File: config.mk
export PLATFORM = sky130hd
export DESIGN_NAME = data_mem_responder
export DESIGN_NICKNAME = d
export VERILOG_FILES = /design/src/rtl/data_mem_responder.sv
export SDC_FILE = /design/constraint.sdc
export NUM_CORES = 2
export LEC_CHECK = 0
export CAP_MARGIN = 10
export CORE_MARGIN = 10
export CORE_UTILIZATION = 57
export DETAILED_ROUTE_END_ITERATION = 10
export HOLD_SLACK_MARGIN = 0.12
export PLACE_DENSITY = 0.75
export SYNTH_ARGS = -nofsm -noshare
export SYNTH_HDL_FRONTEND = slang
export SYNTH_SLANG_ARGS = --single-unit
File: constraint.sdc
create_clock -name clk -period 2.2 [get_ports clk]
set_input_delay 0.44 -clock clk [delete_from_list [all_inputs] [get_ports clk]]
set_output_delay 0.44 -clock clk [all_outputs]
set_load 0.02 [all_outputs]
File: src/rtl/data_mem_responder.sv
// Data-memory responder for the 9-bit CPU: 256-byte store with single-cycle
// stores and fixed-latency loads, raising busy while a load is outstanding.
module data_mem_responder #(
   parameter int unsigned READ_LAT = 2,
   parameter int unsigned DEPTH    = 256
) (
   input  logic       clk,
   input  logic       rst_n,
   input  logic       loadEn,
   input  logic       storEn,
   input  logic [7:0] addr,
   input  logic [7:0] storData,
   output logic [7:0] loadData,
   output logic       done,
   output logic       busy,
   output logic       err
);

   typedef enum logic {
      IDLE,
      LOAD_WAIT
   } state_t;

   localparam logic [1:0] LAT_INIT = 2'(READ_LAT - 1);

   state_t     state_q, state_d;
   logic [1:0] lat_cnt_q, lat_cnt_d;
   logic [7:0] addr_q, addr_d;
   logic [7:0] load_data_q, load_data_d;
   logic       done_q, done_d;
   logic       err_q, err_d;
   logic       mem_we;

   logic [7:0] mem_q [DEPTH];

   always_ff @(posedge clk or negedge rst_n) begin
      if (!rst_n) begin
         state_q     <= IDLE;
         lat_cnt_q   <= '0;
         addr_q      <= '0;
         load_data_q <= '0;
         done_q      <= 1'b0;
         err_q       <= 1'b0;
      end else begin
         state_q     <= state_d;
         lat_cnt_q   <= lat_cnt_d;
         addr_q      <= addr_d;
         load_data_q <= load_data_d;
         done_q      <= done_d;
         err_q       <= err_d;
      end
   end

   // Array has no reset so its contents survive a mid-load reset.
   always_ff @(posedge clk) begin
      if (mem_we) begin
         mem_q[addr] <= storData;
      end
   end

   always_comb begin
      state_d     = state_q;
      lat_cnt_d   = lat_cnt_q;
      addr_d      = addr_q;
      load_data_d = load_data_q;
      done_d      = 1'b0;
      err_d       = err_q;
      mem_we      = 1'b0;

      unique case (state_q)
         IDLE: begin
            if (storEn) begin
               // A store wins over a simultaneous load; the load is dropped.
               mem_we = 1'b1;
               done_d = 1'b1;
               if (loadEn) begin
                  err_d = 1'b1;
               end
            end else if (loadEn) begin
               addr_d    = addr;
               lat_cnt_d = LAT_INIT;
               state_d   = LOAD_WAIT;
            end
         end
         LOAD_WAIT: begin
            if (lat_cnt_q != 2'd0) begin
               lat_cnt_d = lat_cnt_q - 2'd1;
            end else begin
               load_data_d = mem_q[addr_q];
               done_d      = 1'b1;
               state_d     = IDLE;
            end
         end
         default: state_d = IDLE;
      endcase
   end

   assign loadData = load_data_q;
   assign done     = done_q;
   assign busy     = (state_q == LOAD_WAIT);
   assign err      = err_q;

endmodule
==> results.md <==
* Starting Density at 57.4%
* Class of the worst hold path: in2reg
* GRT Total Usage at 28.6%
* Max Root-Sink Buffers at 3
* Nets at 5023
* Fin cells at 7048
* Net Sw Power at 36.0 mW
* DRC Markers at 0
* Worst-margin pin slew at 0.658 ns
* CP Capture Type: flip-flop
* Largest net degree at the start of global routing at 93
* Switch share at 31.2%
* CP Data Required Time at 2.96 ns
* Yosys top cell by area: edfxtp_1
* Clock skew at 0.0309 ns
* Simple logic cell fraction of the synthesized area at 2.89%
* Global route total overflow at 0
* CTS Buf Count at 193
* Clock group share of total power at 28.3%
* Cell variety after synth at 68
* Syn Inst Count at 4050
* Area of the mapped netlist at 0.0811 mm2
* Worst-path clk slew at 0.06 ns
* EDFF count, synth at 2048
* Post-synthesis register bit count at 2069
* Critical Path, Cell by Cell: buf_6 -> buf_8 -> nand3b_1 -> buf_6 -> o22ai_2 -> a2111oi_4 -> buf_4 -> or4_4 -> nor3_4 -> a211o_1
* Synthesized Nets at 4071
* Die H at 397 um
* Fin Setup TNS at -5.45 ns
* Drt initial violations at 7062
* CP top delay family: simple AND/OR/NAND/NOR gates
* Crit path kind: reg2reg
* WL per Instance at 32.4 um
* Final period util at 133%
* Min Hold Slack at 0.165 ns
* Slowest CP cell: dfrtp_4
* Critical Path Max Stage Delay at 0.60 ns
* Critical path buffers and inverters at 4
* Final Power at 115 mW
* Layout cells sized above 1 at 34.1%
* XOR/XNOR Fraction of Synth Area at 0%
* Crit path launch type: flip-flop
* Fillcell total at 7985
* Final setup margin at -0.716 ns
* Buffers added on ports at 30
* Reg power frac at 38.2%
* Peak VDD IR at 0.00126 V
* Core area at 0.141 mm2
* PD cells at 1170 mW/mm2
* Compound-cell area share of the yosys netlist at 4.10%
* Placed insts at 6616
* Clock Sinks at 2069
* Vias in the first global route at 46300
* Unrepaired setup endpoints after global routing: true
* Post-DP HPWL at 145000 um
* Critical path arrival at 3.67 ns
* Top post-synthesis cells by area: edfxtp_1, mux4_2, mux2i_1, nor2_1, mux4_1
* Top Ports at 31
* Tmin final at 2.92 ns
* Initial antenna violation count at 0
* Antenna-violating nets left at 0
* Crit path max fanout at 8
* Clk_lat worst skew at 0.85 ns
* Synth top area share at 75.8%
* Warnings from Yosys at 0
* Fin. Hold Viols at 0
* CTS root buf: clkbuf_16
* Setup violators final at 8
* Leak at 33.2 nW
* Vias per cell at 6.58
* DIE AREA at 0.158 mm2
* Mux cell area share after synthesis at 14.2%
* TritonCTS clock tree: done
* GP Congestion at 0.933
* Status: finished, violations left
* H-tree Lvls at 4
* Post-synth ARST share at 1.01%
* Prevailing post-synth register cell: edfxtp_1
* Detailed-route via count at 46400
* Mean post-synth cell area at 20.0 um2
* R2r setup slk at -0.72 ns
* Die extent in x at 397 um
* Peak Freq at 343 MHz
* P&R area growth vs syn at 21.6%
* Slew Limit Headroom at 56.1%
* Critical path's most frequent cell: buf_6
* Routed wire length at 228000 um
* Pint at 79.3 mW
* Main combinational cell family by area after synthesis: multiplexers
* Adder-Cell Fraction of Synth Area at 0.0154%
* Sequential area share after synthesis at 76.5%
* TritonRoute pass-1 iters at 6
* Max_cap viols at 0
* Core Rows at 138
* Global-route wire length before repair at 327000 um
* Final Slew Violations at 0
* Violated checks: setup timing
* Logic pwr share at 33.5%
final cells by class:
cell class / instances / area (um2) / area share (%)
antenna: 1 / 2.50 / 0.00254
clock buffer: 239 / 5110 / 5.18
clock inverter: 111 / 980 / 0.994
inverter: 6 / 30.0 / 0.0305
multi-input combinational: 1726 / 18300 / 18.6
sequential: 2069 / 62000 / 62.9
tap: 1890 / 2360 / 2.40
timing repair buffer: 1006 / 9740 / 9.88
final timing paths:
check	from	endpoint	depth (start not counted)
max reg2reg	addr_q[1]$_DFFE_PN0P_	loadData[0]$_DFFE_PN0P_	10
max	addr_q[1]$_DFFE_PN0P_	loadData[0]$_DFFE_PN0P_	10
min in group asynchronous	rst_n	done$_DFF_PN0_	3
min reg2reg	err$_DFFE_PN0P_	err$_DFFE_PN0P_	1
max in group asynchronous	rst_n	loadData[6]$_DFFE_PN0P_	3
min	storData[6]	mem_q[179][6]$_DFFE_PP_	1
synth_stat cells (4+ instances only):
cell type	n
a2111oi_0	27
a211o_1	8
a211oi_1	32
a21oi_1	79
a221oi_1	30
a22o_1	11
a22oi_1	31
a31oi_1	7
and2_1	6
buf_1	5
buf_12	10
buf_2	34
buf_4	29
buf_6	49
buf_8	21
clkbuf_1	98
dfrtp_1	21
edfxtp_1	2048
inv_1	5
mux2_2	14
mux2i_1	354
mux4_1	38
mux4_2	303
nand2_1	116
nand2b_1	9
nand3_1	37
nand4_1	14
nor2_1	284
nor2b_1	15
nor3_1	23
nor4_1	10
o21ai_0	53
o21ai_1	4
o221ai_1	67
o22ai_1	100
or3_1	4
or4_1	6
timing repair:
item | 4_1_cts | 5_1_grt
pin swaps | 37 | 30
hold endpoints to repair | 93 | 0
setup buffers | 52 | 21
hold buffers | 5 | 0
endpoints found under the setup margin | 300 | 63
resized for setup | 212 | 102
gates cloned | 6 | 1
per-stage QoR:
| stage | worst slack [ns] | cell area [um2] | utilization, % |
|---|---|---|---|
| 2_1_floorplan | -0.0599 | 81300 | - |
| 3_3_place_gp | -1.28 | 90300 | 63.9 |
| 3_5_place_dp | -1.39 | 90300 | 63.9 |
| 4_1_cts | -0.667 | 98000 | 69.3 |
| 5_1_grt | -0.694 | 98600 | 69.7 |
| 6_report | -0.716 | 98600 | 69.7 |
metal layers:
metal  vias up  share of wire, %  track usage (%)  wire [um]
li1      18700                 -                -          -
met1     23600                35             38.1      79600
met2      3430                47             44.4     107000
met3       629                13             7.06      28800
met4         0               5.7             14.3      12900
met5         -                 0                0          0
cell usage in the layout (no fill, tap or decap), drive strengths merged, types with 8 or more instances in the layout:
cell and n:
nor2b 15, inv 13, nor4 10, clkbuf 248, a21oi 79, a22o 11
a22oi 31, dfrtp 21, edfxtp 2048, o21ai 57, a221oi 30, a211oi 32
a211o 8, nor3 23, bufinv 14, mux2i 354, nor2 284, o22ai 100
nand2 119, a2111oi 28, nand2b 9, buf 965, mux4 341, nand4 14
o221ai 67, mux2 14, nand3 37, clkdlybuf4s50 11, clkinv 85
sequential cells by signal (all words and copies together), names as in the netlist:
name,count
mem_q,2048
lat_cnt_q,2
loadData,8
busy,1
done,1
addr_q,8
err,1
power by group through the flow:
stage,registers (mW),clock network [mW],logic (mW)
final,44.0,32.6,38.6
after global routing,44.0,34.3,39.6
after CTS,44.0,32.7,36.6
after detailed placement,45.0,0,33.1
after global placement,45.0,0,32.5
after floorplan,44.6,0,19.3
kinds of logic after synthesis:
family	Yosys count
AOI/OAI and AO/OA	475
adders and majority gates	1
buffers and inverters	255
DFF	2069
muxes	709
and+or+nand+nor	541
Power figures use the tool's default switching activity.
